[src/rtl/imm_pkg.sv]
// Shared immediate-format codes, instruction field positions and pipeline payload types,
// used by both the encoder and the decoder.
package imm_pkg;

    typedef enum logic [2:0] {
        FMT_I     = 3'd0,
        FMT_S     = 3'd1,
        FMT_B     = 3'd2,
        FMT_U     = 3'd3,
        FMT_J     = 3'd4,
        FMT_SHAMT = 3'd5,
        FMT_ZIMM  = 3'd6
    } fmt_e;

    localparam int OPC_LSB = 0;
    localparam int RD_LSB  = 7;
    localparam int F3_LSB  = 12;
    localparam int RS1_LSB = 15;
    localparam int RS2_LSB = 20;
    localparam int CSR_LSB = 20;
    localparam int F7_LSB  = 25;

    typedef struct packed {
        logic range_err;
        logic align_err;
        logic fmt_err;
    } flags_t;

    // Only imm[31:0] is kept past S1; the upper bits matter only to the range check.
    typedef struct packed {
        logic [2:0]  fmt;
        logic [6:0]  opcode;
        logic [2:0]  funct3;
        logic [6:0]  funct7;
        logic [4:0]  rd;
        logic [4:0]  rs1;
        logic [4:0]  rs2;
        logic [31:0] imm;
        flags_t      flags;
    } s1_t;

    // True when imm[63:lsb] are all ones or all zeros, i.e. the value sign-extends from bit lsb.
    function automatic logic uniform_above(input logic [63:0] v, input int lsb);
        logic [63:0] m;
        m = {64{1'b1}} << lsb;
        return ((v & m) == m) || ((v & m) == 64'd0);
    endfunction

endpackage

[src/rtl/imm_range_check.sv]
// Combinational range/alignment/format screen of a 64-bit immediate against its target format;
// no latency, no flow control.
module imm_range_check
    import imm_pkg::*;
(
    input  logic [2:0]  fmt,
    input  logic [63:0] imm,
    output logic        range_err,
    output logic        align_err,
    output logic        fmt_err
);

    always_comb begin
        range_err = 1'b0;
        align_err = 1'b0;
        fmt_err   = 1'b0;
        case (fmt)
            FMT_I, FMT_S: range_err = !uniform_above(imm, 11);
            FMT_B: begin
                range_err = !uniform_above(imm, 12);
                align_err = imm[0];
            end
            FMT_U: begin
                range_err = !uniform_above(imm, 31);
                align_err = |imm[11:0];
            end
            FMT_J: begin
                range_err = !uniform_above(imm, 20);
                align_err = imm[0];
            end
            FMT_SHAMT: range_err = |imm[63:6];
            FMT_ZIMM:  range_err = |imm[63:5];
            default:   fmt_err   = 1'b1;
        endcase
    end

endmodule

[src/rtl/imm_encoder.sv]
// RV immediate packer: S1 registers fields + checks, S2 registers assembled instr; 2-cycle latency, 1/cycle.
// Backpressure: S2 holds under !out_ready, S1 stalls behind it; in_ready = !s1_valid || S2 can advance.
module imm_encoder #(
    parameter int CNT_W = 16
) (
    input  logic             clk,
    input  logic             rst_n,
    input  logic             in_valid,
    output logic             in_ready,
    input  logic [2:0]       fmt,
    input  logic [6:0]       opcode,
    input  logic [2:0]       funct3,
    input  logic [6:0]       funct7,
    input  logic [4:0]       rd,
    input  logic [4:0]       rs1,
    input  logic [4:0]       rs2,
    input  logic [63:0]      imm,
    output logic             out_valid,
    input  logic             out_ready,
    output logic [31:0]      instr,
    output logic             range_err,
    output logic             align_err,
    output logic             fmt_err,
    input  logic             cnt_clr,
    output logic [CNT_W-1:0] enc_count,
    output logic [7:0]       err_count
);
    import imm_pkg::*;

    s1_t              s1_q, s1_d;
    logic             s1_valid_q, s1_valid_d;
    logic             out_valid_q, out_valid_d;
    logic [31:0]      instr_q, instr_d, instr_asm;
    flags_t           flags_q, flags_d;
    logic [CNT_W-1:0] enc_count_q, enc_count_d;
    logic [7:0]       err_count_q, err_count_d;

    logic   s1_adv, in_hs, out_hs;
    flags_t rc_flags;

    imm_range_check u_range_check (
        .fmt       (fmt),
        .imm       (imm),
        .range_err (rc_flags.range_err),
        .align_err (rc_flags.align_err),
        .fmt_err   (rc_flags.fmt_err)
    );

    assign s1_adv   = !out_valid_q || out_ready;
    assign in_ready = !s1_valid_q || s1_adv;
    assign in_hs    = in_valid && in_ready;
    assign out_hs   = out_valid_q && out_ready;

    always_comb begin
        s1_valid_d = s1_valid_q;
        s1_d       = s1_q;
        if (in_ready) begin
            s1_valid_d = in_valid;
        end
        if (in_hs) begin
            s1_d.fmt    = fmt;
            s1_d.opcode = opcode;
            s1_d.funct3 = funct3;
            s1_d.funct7 = funct7;
            s1_d.rd     = rd;
            s1_d.rs1    = rs1;
            s1_d.rs2    = rs2;
            s1_d.imm    = imm[31:0];
            s1_d.flags  = rc_flags;
        end
    end

    // Out-of-range immediates are still packed, simply truncated to the field widths.
    always_comb begin
        instr_asm = 32'h0000_0000;
        instr_asm[OPC_LSB +: 7] = s1_q.opcode;
        case (s1_q.fmt)
            FMT_I: begin
                instr_asm[31:20]         = s1_q.imm[11:0];
                instr_asm[RS1_LSB +: 5]  = s1_q.rs1;
                instr_asm[F3_LSB +: 3]   = s1_q.funct3;
                instr_asm[RD_LSB +: 5]   = s1_q.rd;
            end
            FMT_S: begin
                instr_asm[31:25]         = s1_q.imm[11:5];
                instr_asm[RS2_LSB +: 5]  = s1_q.rs2;
                instr_asm[RS1_LSB +: 5]  = s1_q.rs1;
                instr_asm[F3_LSB +: 3]   = s1_q.funct3;
                instr_asm[11:7]          = s1_q.imm[4:0];
            end
            FMT_B: begin
                instr_asm[31]            = s1_q.imm[12];
                instr_asm[30:25]         = s1_q.imm[10:5];
                instr_asm[RS2_LSB +: 5]  = s1_q.rs2;
                instr_asm[RS1_LSB +: 5]  = s1_q.rs1;
                instr_asm[F3_LSB +: 3]   = s1_q.funct3;
                instr_asm[11:8]          = s1_q.imm[4:1];
                instr_asm[7]             = s1_q.imm[11];
            end
            FMT_U: begin
                instr_asm[31:12]         = s1_q.imm[31:12];
                instr_asm[RD_LSB +: 5]   = s1_q.rd;
            end
            FMT_J: begin
                instr_asm[31]            = s1_q.imm[20];
                instr_asm[30:21]         = s1_q.imm[10:1];
                instr_asm[20]            = s1_q.imm[11];
                instr_asm[19:12]         = s1_q.imm[19:12];
                instr_asm[RD_LSB +: 5]   = s1_q.rd;
            end
            FMT_SHAMT: begin
                instr_asm[31:26]         = s1_q.funct7[6:1];
                instr_asm[25:20]         = s1_q.imm[5:0];
                instr_asm[RS1_LSB +: 5]  = s1_q.rs1;
                instr_asm[F3_LSB +: 3]   = s1_q.funct3;
                instr_asm[RD_LSB +: 5]   = s1_q.rd;
            end
            FMT_ZIMM: begin
                instr_asm[CSR_LSB +: 12] = {s1_q.funct7, s1_q.rs2};
                instr_asm[19:15]         = s1_q.imm[4:0];
                instr_asm[F3_LSB +: 3]   = s1_q.funct3;
                instr_asm[RD_LSB +: 5]   = s1_q.rd;
            end
            default: instr_asm = 32'h0000_0000;
        endcase
    end

    always_comb begin
        out_valid_d = out_valid_q;
        instr_d     = instr_q;
        flags_d     = flags_q;
        if (s1_adv) begin
            out_valid_d = s1_valid_q;
            if (s1_valid_q) begin
                instr_d = instr_asm;
                flags_d = s1_q.flags;
            end
        end
    end

    // Clear wins over a coincident increment; both counters stick at all-ones.
    always_comb begin
        enc_count_d = enc_count_q;
        err_count_d = err_count_q;
        if (cnt_clr) begin
            enc_count_d = '0;
            err_count_d = 8'h00;
        end else if (out_hs) begin
            if (!(&enc_count_q)) begin
                enc_count_d = enc_count_q + CNT_W'(1);
            end
            if ((|flags_q) && !(&err_count_q)) begin
                err_count_d = err_count_q + 8'd1;
            end
        end
    end

    always_ff @(posedge clk or negedge rst_n) begin
        if (!rst_n) begin
            s1_valid_q  <= 1'b0;
            s1_q        <= '0;
            out_valid_q <= 1'b0;
            instr_q     <= 32'h0000_0000;
            flags_q     <= '0;
            enc_count_q <= '0;
            err_count_q <= 8'h00;
        end else begin
            s1_valid_q  <= s1_valid_d;
            s1_q        <= s1_d;
            out_valid_q <= out_valid_d;
            instr_q     <= instr_d;
            flags_q     <= flags_d;
            enc_count_q <= enc_count_d;
            err_count_q <= err_count_d;
        end
    end

    assign out_valid = out_valid_q;
    assign instr     = instr_q;
    assign range_err = flags_q.range_err;
    assign align_err = flags_q.align_err;
    assign fmt_err   = flags_q.fmt_err;
    assign enc_count = enc_count_q;
    assign err_count = err_count_q;

endmodule

[config.mk]
export PLATFORM = sky130hd
export DESIGN_NAME = imm_encoder
export DESIGN_NICKNAME = d
export VERILOG_FILES = /design/src/rtl/imm_pkg.sv /design/src/rtl/imm_range_check.sv /design/src/rtl/imm_encoder.sv
export SDC_FILE = /design/constraint.sdc
export NUM_CORES = 1
export LEC_CHECK = 0
export CAP_MARGIN = 5
export CORE_ASPECT_RATIO = 2
export CORE_MARGIN = 5
export CORE_UTILIZATION = 30
export CTS_CLUSTER_DIAMETER = 200
export DETAILED_ROUTE_END_ITERATION = 7
export GPL_TIMING_DRIVEN = 0
export PLACE_DENSITY = 0.6
export SLEW_MARGIN = 20
export SYNTH_ARGS = -nofsm -noshare
export SYNTH_HDL_FRONTEND = slang
export SYNTH_HIERARCHICAL = 1
export SYNTH_SLANG_ARGS = --single-unit
[constraint.sdc]
create_clock -name clk -period 3.95 [get_ports clk]
set_clock_uncertainty 0.1 [all_clocks]
set_input_delay 0.5925 -clock clk [delete_from_list [all_inputs] [get_ports clk]]
set_output_delay 0.5925 -clock clk [all_outputs]
set_load 0.005 [all_outputs]
==> impl_results.md, run 1 <==
- Max Clk Rate: 375 MHz
- Number of distinct library cells after synthesis: 63
- RSZ-0062 raised after global routing: no
- Ys flop type: dfrtp_1
- DRT Pass-1 Iters: 4
- Largest family of logic cells by synthesized area: simple AND/OR/NAND/NOR gates
- Rel. slew slack: a little under half
- Critical path class: primary input to primary output
- DIE HEIGHT: between 200 and 250 µm
- Post-synth EDFFs: 0
- ANT nets after route: 0
- Final period utilization: 67.5%
- Routed len/inst: 19.3 µm
- Layout area overhead: 39.8%
- Routability Congestion: 0.853
- Slowest cell on crit path: clkdlybuf4s50_1
- Cts bufs inserted: 17
- Dpl cells: 1032
- Initial antenna violation count: 0
- Initial Utilization: 30.3%
- Dpl ws: 0.903 ns
- Synth Area in Compound Gates: between 10 and 15%
- DIE AREA: 24900 µm²
- Worst-path maximum fanout: 7
- Worst EP required: between 3 and 4 ns
- Power Density: 465 nW/µm²
- Tmin final: 2.67 ns
- Most common cell in the netlist: dfrtp_1
- Final Hold Viols: 0
- Seq/Total Area, Yosys: 50.4%
- Worst-Margin Slew: 0.786 ns
- Non-Filler Instances: between 1k and 1.5k
- Peak supply drop: 210 µV
- Worst setup EP type: primary output
- Max_cap viols: 0
- Synth area leaders: dfrtp_1 50%, mux2_2 13%, nand2_1 2.9%
- GRT Total Usage: around 17%
- Post-Synth Adder-Cell Area: 0.385%
- Post-synth net total: 701
- CTS root buf: clkbuf_16
- Global-route wire length before repair: 31500 µm
- TritonCTS clock tree: built
- Post-Syn Instances: 595
- Synth area leader: dfrtp_1
- # setup viols final: 0
- Final Worst Setup Slack: approximately 1.3 ns
- Synth Area in Simple Gates: 16.0%
- HP Class: flop to flop
- Crit-path max cell delay: roughly 0.63 ns
- XOR/XNOR Fraction of Synth Area: less than 1%
- Post-synthesis mux area share: 15.3%
- CTS Sinks: 131
- Final hold slack: 0.382 ns
- Most instantiated cells after synthesis: 131 x dfrtp_1, 77 x mux2_2, 50 x nand2_1
- Fin. max-slew vios: 0
- Buf+Inv Stages, Crit Path: 2
- Ys Warns: 6
- Row count: 76
- DR vias: 5555
- Ant. Diodes: 0
- Most frequent CP cell: clkdlybuf4s50_1
- Detailed Place HPWL: around 16000 µm
- PortBufs: ~160
- # DRC: 0
- Status: finished clean
- Leak: about 3.6 nW
- Vias in the first global route: ~5.7k
- Clock Pin Slew Worst Setup and Hold Paths: about 0.060 ns
- CTS resizes: 0
- I/O pins: 165
- Post-Route WL: 20500 µm
- Core Region: about 21000 µm²
- Crit path launch type: primary input
- Share of the synthesized area in the top cell type: between 50% and 60%
- FFs w/ async S/R, synth: 100%
- DRT iter0 DRCs: between 300 and 400
- Crit path DAT: between 1.5 and 2 ns
- Clock Tree Buf Depth: 2
- # H-tree levels: 4
- CP top delay family: buffers and inverters
- Congestion Overflow GR: 0
- Syn avg cell area: 10.9 µm²
- Number of nets in the layout: 885
- Largest net degree at the start of global routing: 86
- Drt via density: 5.22
- Fraction of layout cells with a size suffix above 1: 17.8%
- Synth Register Bits: 131
- Worst-Skew Late Latency: about 0.42 ns
- Die Wd: 114 µm
- Crit path cell chain: clkdlybuf4s50_1 -> nand3b_1 -> clkdlybuf4s50_1
- Mapped cell area: 6510 µm²
==> sequential cells by signal, indices dropped and copies added (netlist names) <==
name,cells
align_err,1
enc_count,16
err_count,8
fmt_err,1
instr,32
out_valid,1
range_err,1
s1_q,70
s1_valid_q,1
==> cell type report <==
| class | instances | area [µm²] |
|---|---|---|
| fillers | 2135 | 12400 |
| flip-flops and latches | 131 | 3280 |
| multi-input cells | 419 | 3030 |
| repair buffers | 165 | 1670 |
| clock buffers | 21 | 470 |
| well taps | 273 | 342 |
| plain buffers | 31 | 146 |
| clock inverters | 11 | 103 |
| inverters | 14 | 52.6 |
==> worst paths after layout <==
check,from,endpoint,slack (ns),cells after the start
worst max-delay path,out_ready,in_ready,1.28,3
worst min-delay path,instr[29],instr[29],0.38,2
worst max register to register,out_valid,instr[3],1.83,6
worst min register to register,instr[29],instr[29],0.38,2
max in group asynchronous,rst_n,s1_q[26],2.44,3
min in group asynchronous,rst_n,s1_q[42],0.56,2
==> worst register-to-register path, cell delays in order (launching register included) <==
cell and delay [ns]:
dfrtp_1 0.49, or2b_1 0.20, clkbuf_2 0.18, nand2_1 0.15, a31oi_1 0.45, buf_2 0.32, a22o_1 0.17
==> metrics by stage <==
step / TNS, ns / power (W) / cell area (µm²) / utilization [%]
floorplan: 0 / 0.00216 / 6510 / -
detailed placement: 0 / 0.00275 / 8510 / 39.6
finish: 0 / 0.00423 / 9090 / 42.3
global placement: -418.55 / 0.00272 / 8480 / 39.5
CTS: 0 / 0.00429 / 9090 / 42.3
global route: 0 / 0.00443 / 9090 / 42.3
==> what timing repair did <==
action	CTS	global route
hold buffers	1	0
endpoints found under the hold margin	46	0
setup buffers	0	0
==> cell usage in the layout (no fill, tap or decap), drive strengths merged, types with 3 or more instances in the layout <==
cell type / count
nand2: 50
a222oi: 5
nand3: 10
and4: 4
nor2: 32
buf: 21
dfrtp: 131
a41oi: 3
inv: 15
nand2b: 6
and2: 4
mux2: 77
o31ai: 6
a21oi: 28
a22oi: 5
o22ai: 3
or4: 4
nor3: 7
nor4: 16
and3: 10
clkinvlp: 3
o221ai: 5
a22o: 19
or3: 11
clkbuf: 33
a211oi: 9
a31oi: 4
mux2i: 13
o41ai: 4
nand4: 23
clkinv: 6
o21ai: 28
clkdlybuf4s50: 162
nor2b: 7
o22a: 3
==> routing by layer <==
layer	wire (µm)	global-route usage [%]	up-vias
met3	977	2.88	36
met2	12100	32.9	182
li1	-	-	2619
met1	6780	15.9	2718
met4	658	7.61	0
met5	0	0	-
==> logic make-up after synthesis <==
logic type               after synthesis
AND/OR/NAND/NOR                      189
flip-flops                           131
adder cells (fa/ha/maj)                2
AO/OA/AOI/OAI                        134
buffers and inverters                 45
XOR/XNOR                               4
multiplexers                          90
==> power breakdown <==
part / switching [W] / total (W) / internal (W) / leakage, nW
clock network: 0.000608 / 0.00153 / 0.000917 / 0.276
registers: 0.000165 / 0.00172 / 0.00156 / 1.61
logic: 0.000433 / 0.000986 / 0.000553 / 1.76
No activity file was read; power rests on OpenSTA's default activity.
==> run 2, diff against run 1 <==
clock period = 2.6 ns   (was 3.95 ns; I/O delays follow)
==> results of run 2 <==
The final DEF is identical to that of run 1. Status: finished clean.
Among the figures that moved: setup slack after placement 0.903 ns -> -0.244 ns; setup slack after layout 1.28 ns -> 0.243 ns; hold slack 0.382 ns -> 0.362 ns; start point of the critical path out_ready -> imm[20]; end point of the critical path in_ready -> s1_q[2]; register-to-register setup slack 1.83 ns -> 0.48 ns; total power 0.00423 W -> 0.00643 W; worst IR drop on VDD 210 µV -> 319 µV
==> run 3, diff against run 2 <==
CORE_UTILIZATION = 50   (was 30)
PLACE_DENSITY = 0.88   (was 0.6)
clock period = 2.5 ns   (was 2.6 ns; I/O delays follow)
==> run 3 against run 2 <==
Net effect:
- hold slack gained 0.021 ns
- clock-buffer cell count is 2 lower
- sequential power is 5% higher
- die area decreased by 38%
- sequential share of layout area rose by 0.61 points
- clock power rose by 2%
- critical endpoint unchanged
- largest cell class unchanged
- critical path depth stayed put
- critical path type unchanged
- global-route usage grew 9.3 points
- setup slack worse by 0.11 ns
==> impl_results.md, run 3 (same netlist as run 1, synthesis figures left out) <==
- Status: finished clean
- Most frequent cells in the layout: 162 x clkdlybuf4s50_1, 131 x dfrtp_1, 77 x mux2_2
- Commonest non-fill, non-tap cell in the layout: clkdlybuf4s50_1
- RSZ-0062 raised after global routing: no
- Setup TNS: 0 ns
- # H-tree levels: 4
- CP endpoint: s1_q[2]
- P_int: 0.00474 W
- DIE AREA: 15500 µm²
- Routed len/inst: around 22 µm
- Peak supply drop: 592 µV
- Crit path DAT: 2.56 ns
- Die Wd: a little over 90 µm
- # DRC: 0
- CTS root buf: clkbuf_16
- Post-CTS Setup Bufs: 0
- Final period utilization: 94.7%
- Met1 WL: 6640 µm
- Max_cap viols: 0
- CTS Sinks: 131
- Vias in the first global route: 6263
- Layout area overhead: 37.5%
- Worst setup EP type: flop
- Cells on worst reg2reg path: 6
- Critical path class: primary input to flop
- Comb power frac: 23.6%
- Largest net degree at the start of global routing: 78
- FF-to-FF Start: s1_q[67]
- Crit path launch type: primary input
- Routed wl met2: 11300 µm
- Dpl cells: between 900 and 1k
- Leak: 3.63 nW
- DIE HEIGHT: about 170 µm
- CP top delay family: simple AND/OR/NAND/NOR gates
- Crit Reg-Reg Endpoint: instr[17]
- Fraction of layout cells with a size suffix above 1: 17.8%
- Seq pwr share: 41.1%
- Initial antenna violation count: 0
- Clock Tree Buf Depth: 2
- Slowest cell on crit path: clkdlybuf4s50_1
- TritonCTS clock tree: built
- Max Clk Rate: 422 MHz
- Number of nets in the layout: 885
- Uppermost layer routed: met4
- Initial Utilization: 50.4%
- Fin. max-slew vios: 0
- Buf+Inv Stages, Crit Path: 1
- Flip-flop count of the largest register after layout: 70
- Worst-Margin Slew: between 0.8 and 0.9 ns
- Congestion Overflow GR: 0
- Post-Route WL: 20500 µm
- Worst EP required: 2.69 ns
- Crit-path max cell delay: 0.46 ns
- Detailed Place HPWL: 15800 µm
- Drt via density: around 6.3
- HP Class: primary input to async pin
- ANT nets after route: 0
- DRT Pass-1 Iters: 7
- Global-route wire length before repair: 31600 µm
- Crit path cell chain: clkdlybuf4s50_1 -> nor4_1 -> and3_2 -> nand3_2 -> o311ai_2 -> a22o_1 -> nand4_1 -> mux2_2
- DR vias: 5932
- CTS resizes: 0
- Flop-to-flop setup slack: 0.37 ns
- WL met3: roughly 1200 µm
- Worst-Skew Late Latency: 0.41 ns
- Tmin final: roughly 2.4 ns
- Sw frac: 29.1%
- GRT Total Usage: 25.9%
- Non-Filler Instances: about 950
- Cts bufs inserted: 17
- Critical path depth in cells: 8
- Overall power: between 0.006 and 0.007 W
- Psw: 0.00194 W
- Power Density: 747 nW/µm²
- Row count: slightly below 60
- I/O pins: 165
- Clock power share: a little over a third
- Routability Congestion: 0.971
- Rel. slew slack: between 40% and 50%
- Final Hold Viols: 0
- Crit path launch: imm[20]
- PortBufs: 163
- Clock Pin Slew Worst Setup and Hold Paths: 0.06 ns
- Reg with most FFs: s1_q
- DRT iter0 DRCs: 413
- Core Region: 12900 µm²
- # setup viols final: 0
- Worst-path maximum fanout: 3
run 3: cell types whose count changed in the layout (fill, tap and decap cells not counted), sizes merged:
cell,before,now
inv,15,16
diode,0,2
clkinvlp,3,4
clkbuf,33,31
run 3: power by group through the flow:
stage	sequential, W	combinational, W	clock (W)
finish	0.00274	0.00158	0.00237
global route	0.00277	0.00168	0.00250
CTS	0.00273	0.00157	0.00239
detailed placement	0.00277	0.00156	0
global placement	0.00274	0.00148	0
floorplan	0.00268	0.000735	0
run 3: metrics by stage:
stage	util [%]	hold slack, ns	instance area [µm²]	worst slack [ns]
after global routing	69.2	0.397	8940	0.0807
final	69.2	0.382	8940	0.133
after floorplan	-	-0.0206	6510	0.665
after detailed placement	64.7	0.263	8360	-0.245
after global placement	64.5	0.371	8330	-3.88
after CTS	69.2	0.387	8940	0.164
run 3: how the worst min path moves through the flow:
stage / cells after the start / to / start / slack, ns
after floorplan: 0 / align_err / rst_n / -0.02
after global placement: 1 / instr[4] / s1_q[64] / 0.37
after detailed placement: 1 / err_count[4] / rst_n / 0.26
after CTS: 1 / instr[0] / s1_q[60] / 0.39
after global routing: 1 / instr[0] / s1_q[60] / 0.40
final: 2 / s1_q[48] / rst_n / 0.38
run 3: area by class of cell:
type                            count  area (µm²)
Fill cell                         937        3980
Sequential cell                   131        3280
Multi-Input combinational cell    419        3030
Timing Repair Buffer              165        1670
Clock buffer                       19         443
Tap cell                          152         190
Buffer                             31         146
Clock inverter                     13         129
Inverter                           14        52.6
Antenna cell                        2        5.00
run 3: per-layer routing:
layer	vias up	GRT usage, %
met3	93	4.68
met4	0	17.4
met2	323	49.1
met1	2889	24.8
met5	-	0
li1	2627	-
run 3: repair_timing:
item,in CTS,in global routing
endpoints found under the setup margin,0,0
hold endpoints to repair,54,0
hold buffers,1,0
run 3: worst register-to-register path, delay by kind of cell (launching register included):
kind                   cells  cell delay [ns]
flip-flops                 1             0.44
AO/OA/AOI/OAI              3             0.55
buffers and inverters      3             0.90
==> variant 1 (settings of run 2) <==
Set the package constant `CSR_LSB` to 10 (it was 20).
--- a/src/rtl/imm_pkg.sv
+++ b/src/rtl/imm_pkg.sv
@@ -18,5 +18,5 @@
     localparam int RS1_LSB = 15;
     localparam int RS2_LSB = 20;
-    localparam int CSR_LSB = 20;
+    localparam int CSR_LSB = 10;
     localparam int F7_LSB  = 25;
 
Behaviour: not the same (Yosys sat finds a counterexample within 4 cycles, from zero or initial values and one cycle with rst_n low).
==> variant 1 against run 2 <==
  * Sequential cell count shrank 1
  * Worst setup slack improved by 0.067 ns
  * Area after synthesis is 0.75% higher
  * Final area up 0.44%
  * Total power up 0.36%
  * First-iteration DRC count grew 5.1%
  * Die area grew 0.70%
  * Wire length grew 2.3%
  * Count of clock-buffer cells in the layout shrank 4
  * Synthesized cell count grew 0.17%
==> variant 1: results (changes against run 2) <==
[metrics] outcome: finished, final reports clean (unchanged)
[metrics] Largest register FFs: 69 (was 70)
[metrics] cell types with the highest counts after synthesis: sky130_fd_sc_hd__dfrtp_1 (130), sky130_fd_sc_hd__mux2_2 (81), sky130_fd_sc_hd__nand2_1 (39) (was sky130_fd_sc_hd__dfrtp_1 (131), sky130_fd_sc_hd__mux2_2 (77), sky130_fd_sc_hd__nand2_1 (50))
[metrics] placed wire-length estimate: 16300 um (was 16500 um)
[metrics] via density per instance: 5.08 (was 5.22)
[metrics] Worst-path clk slew: 0.06 ns (about the same)
[metrics] DR iter-0 viols: 350 (was 333)
[metrics] Worst Path Arrival: 2.50 ns (was 2.56 ns)
[metrics] Largest Register: s1_q (unchanged)
[metrics] All-Layer GR Usage: 0.169 (was 0.166)
[metrics] max-slew headroom at the worst pin: 0.469 (was 0.468)
[metrics] number of distinct library cell variants in the gate-level netlist after synthesis: 60 (was 63)
[metrics] vias in the first global route: 5658 (was 5698)
[metrics] pin count of the biggest net entering global routing: 76 (was 86)
[metrics] worst reg2reg path depth: 5 (was 6)
[metrics] setup bufs post-CTS: 0 (unchanged)
[metrics] R2R Path Start: s1_q[67]$_DFFE_PN0P_ (was out_valid$_DFFE_PN0P_)
[metrics] Worst path max stage delay: 0.56 ns (was 0.48 ns)
[metrics] dominant synthesized flop cell: sky130_fd_sc_hd__dfrtp_1 (unchanged)
[metrics] routability-driven placement congestion ratio: 0.859 (was 0.853)
[metrics] class of the worst hold path: input port to register (was input port to async pin)
[metrics] wire length of the first global-routing pass: 32100 um (was 31500 um)
[metrics] sequential share of the synthesized area: 0.496 (was 0.504)
[metrics] number of routed nets with antenna violations: 0 (unchanged)
[metrics] layout cell share with drive strength beyond 1: 0.193 (was 0.178)
[metrics] Max rail drop VDD: 0.482 mV (was 0.319 mV)
[metrics] share of async-settable or async-resettable flops after synthesis: 1.00 (unchanged)
[metrics] port bufs: 162 (was 163)
[metrics] worst reg-to-reg setup slack: 0.57 ns (was 0.48 ns)
[metrics] Total Routed Length: 21000 um (was 20500 um)
[metrics] synthesized net count: 702 (was 701)
[metrics] top cells by area in the synthesized netlist: sky130_fd_sc_hd__dfrtp_1 (50%), sky130_fd_sc_hd__mux2_2 (14%), sky130_fd_sc_hd__o21ai_0 (2.4%), sky130_fd_sc_hd__nand2_1 (2.2%), sky130_fd_sc_hd__nor2_1 (2.2%) (was sky130_fd_sc_hd__dfrtp_1 (50%), sky130_fd_sc_hd__mux2_2 (13%), sky130_fd_sc_hd__nand2_1 (2.9%), sky130_fd_sc_hd__a22o_1 (2.6%), sky130_fd_sc_hd__a21oi_1 (2.2%))
[metrics] reg-to-reg critical path endpoint: instr[22]$_DFFE_PN0P_ (was instr[3]$_DFFE_PN0P_)
[metrics] maximum net fanout on the critical path: 4 (was 3)
[metrics] total count of hold-check failures in the final report: 0 (unchanged)
[metrics] endpoint of the worst hold path: enc_count[10]$_DFFE_PN0P_
[metrics] leakage power total: 3.66 nW (was 3.64 nW)
==> variant 1: kinds of logic after synthesis <==
logic type | Yosys count | share of synthesized area
compound gates | 126 | 0.128
xor+xnor | 13 | 0.0174
fa+ha+maj | 2 | 0.00382
buf+inv | 48 | 0.0359
flops | 130 | 0.496
mux | 94 | 0.161
simple gates | 183 | 0.158
==> variant 1: power by group <==
| group | switching [W] | total, W | internal, W |
|---|---|---|---|
| sequential | 0.000250 | 0.00260 | 0.00235 |
| combinational | 0.000658 | 0.00152 | 0.000860 |
| clock | 0.000997 | 0.00234 | 0.00134 |
| total | 0.00190 | 0.00645 | 0.00455 |
==> variant 1: what timing repair did <==
item | in CTS | in global routing
resized for setup | 0 | 0
endpoints found under the hold margin | 55 | 0
hold buffers | 1 | 0
==> variant 1: layout make-up <==
type	count	area [sq um]
plain buffers	31	171
clock buffers	17	425
clock inverters	15	149
fillers	2086	12500
inverters	17	63.8
multi-input cells	418	3070
flip-flops and latches	130	3250
well taps	273	342
repair buffers	164	1660
==> variant 1: routing by layer <==
layer	routed length, um	global-route usage	vias up
li1	-	-	2577
met1	7360	0.173	2669
met2	12200	0.326	136
met3	889	0.0345	30
met4	525	0.0666	0
met5	0	0	-
==> variant 1: worst max path at each step <==
stage                                          end  startpoint  slack, ns
after floorplan                s1_q[2]$_DFFE_PN0P_     imm[23]       0.75
after global placement    enc_count[1]$_DFFE_PN0P_       rst_n      -4.33
after detailed placement       s1_q[2]$_DFFE_PN0P_     imm[30]      -0.20
after CTS                      s1_q[2]$_DFFE_PN0P_     imm[30]       0.24
after global routing           s1_q[2]$_DFFE_PN0P_     imm[30]       0.22
final                          s1_q[2]$_DFFE_PN0P_     imm[30]       0.31
==> variant 1: stage by stage <==
stage / setup TNS [ns] / cells / hold WS (ns) / instance area, sq um / worst slack (ns)
2_1_floorplan: 0 / 596 / -0.00559 / 6560 / 0.750
3_3_place_gp: -561.44 / 1031 / 0.364 / 8520 / -4.33
3_5_place_dp: -0.204 / 1032 / 0.237 / 8550 / -0.204
4_1_cts: 0 / 1065 / 0.323 / 9140 / 0.238
5_1_grt: 0 / 1065 / 0.360 / 9140 / 0.217
6_report: 0 / 1065 / 0.344 / 9140 / 0.310
==> variant 1: critical path, delay by kind of cell <==
kind,cells,cell delay [ns]
AOI/OAI and AO/OA,1,0.12
buffers and inverters,1,0.56
muxes,1,0.26
and+or+nand+nor,5,1.17
==> variant 2 (settings of run 2) <==
Made on the original files. Put one more register stage on the output `enc_count`, with the module's reset. The value now appears one clock later. The other outputs are not delayed to match.
--- a/src/rtl/imm_encoder.sv
+++ b/src/rtl/imm_encoder.sv
@@ -181,5 +181,11 @@
     assign align_err = flags_q.align_err;
     assign fmt_err   = flags_q.fmt_err;
-    assign enc_count = enc_count_q;
+    always_ff @(posedge clk or negedge rst_n) begin
+        if (!rst_n) begin
+            enc_count <= '0;
+        end else begin
+            enc_count <= enc_count_q;
+        end
+    end
     assign err_count = err_count_q;
 
Function: changed (a bounded check fails within 4 cycles, from zero or initial values and one cycle with rst_n low).
==> variant 2 against run 2 <==
  * Final area up 5.0%
  * Total power is 7.9% higher
  * Area after synthesis grew 6.1%
  * Register-to-register slack got worse by 0.21 ns
  * Wire length rose by 7.1%
  * Core utilization down 0.33 points
  * Critical path depth did not move
  * Cell count rose by 4.0%
  * Worst setup slack gained 0.028 ns
  * Sequential cell count increased by 16
  * Critical endpoint unchanged
  * Largest cell class unchanged
  * Largest power group unchanged
==> variant 2: results (changes against run 2) <==
[metrics] outcome: finished, final reports clean (unchanged)
[metrics] share of the final layout cell area in multi-input gates: 0.317 (was 0.333)
[metrics] placed wire-length estimate: 17300 um (was 16500 um)
[metrics] wire length of the first global-routing pass: 33200 um (was 31500 um)
[metrics] worst-margin pin slew: 0.848 ns (was 0.786 ns)
[metrics] buffers outside the clock class: 200 (was 196)
[metrics] Worst path max stage delay: 0.54 ns (was 0.48 ns)
[metrics] Total Routed Length: 22000 um (was 20500 um)
[metrics] Worst Path Arrival: 2.55 ns (was 2.56 ns)
[metrics] minimum hold slack: 0.336 ns (was 0.362 ns)
[metrics] class of the worst hold path: register to register (was input port to async pin)
[metrics] number of clock-tree buffers in the layout: 19 (was 21)
[metrics] sw power: 0.00195 W (was 0.00183 W)
[metrics] maximum net fanout on the critical path: 4 (was 3)
[metrics] synthesized net count: 736 (was 701)
[metrics] part of the power in registers: 0.412 (was 0.407)
[metrics] fraction of area in registers: 0.385 (was 0.360)
[metrics] number of synthesized register bits: 147 (was 131)
[metrics] area fraction in compound gates after synthesis: 0.137 (was 0.143)
[metrics] All-Layer GR Usage: 0.170 (was 0.166)
[metrics] initial antenna violation count: 1 (was 0)
[metrics] synthesized-area fraction occupied by adder cells: 0.00362 (was 0.00385)
[metrics] power in the clock group: 0.00256 W (was 0.00232 W)
[metrics] worst reg2reg path depth: 5 (was 6)
[metrics] number of distinct library cell variants in the gate-level netlist after synthesis: 60 (was 63)
[metrics] areal power density over the cells: 727 mW/mm^2 (was 707 mW/mm^2)
[metrics] number of antenna diodes: 1 (was 0)
[metrics] Placed Area: 0.00892 sq mm (was 0.00851 sq mm)
[metrics] vias in the first global route: 5885 (was 5698)
[metrics] fill cell total of the finished layout: 2218 (was 2135)
[variant 2: cell types whose count changed in the layout (fill, tap and decap cells not counted), moves of 5 or more]
cell | before | now
sky130_fd_sc_hd__dfrtp_1 | 131 | 147
sky130_fd_sc_hd__nor2_1 | 32 | 44
sky130_fd_sc_hd__buf_1 | 1 | 11
sky130_fd_sc_hd__buf_2 | 17 | 7
sky130_fd_sc_hd__o31ai_1 | 6 | 14
sky130_fd_sc_hd__and3_1 | 9 | 3
sky130_fd_sc_hd__a211oi_1 | 9 | 4
sky130_fd_sc_hd__a21oi_1 | 28 | 33
sky130_fd_sc_hd__a222oi_1 | 5 | 0
sky130_fd_sc_hd__clkbuf_1 | 12 | 17
sky130_fd_sc_hd__mux2_2 | 77 | 72
[variant 2: kinds of logic after synthesis]
family,Yosys count
muxes,86
buffers and inverters,49
AOI/OAI and AO/OA,139
adders and majority gates,2
DFF,147
and+or+nand+nor,203
xor gates and xnor gates,4
[variant 2: worst max path at each step]
stage	from	endpoint	slack, ns	cells after the start
after floorplan	enc_count_q[0]$_DFFE_PN0P_	enc_count_q[14]$_DFFE_PN0P_	0.63	5
after global placement	rst_n	s1_q[41]$_DFFE_PN0P_	-5.09	1
after detailed placement	imm[24]	s1_q[2]$_DFFE_PN0P_	-0.29	8
after CTS	imm[24]	s1_q[2]$_DFFE_PN0P_	0.17	8
after global routing	enc_count_q[0]$_DFFE_PN0P_	enc_count_q[3]$_DFFE_PN0P_	0.05	5
final	imm[24]	s1_q[2]$_DFFE_PN0P_	0.27	8
[variant 2: metal layers]
metal	track usage	up-vias	routed length, um
met5	0	-	0
met4	0.0878	0	892
met3	0.0267	39	899
met2	0.327	190	12800
met1	0.166	2815	7360
li1	-	2704	-
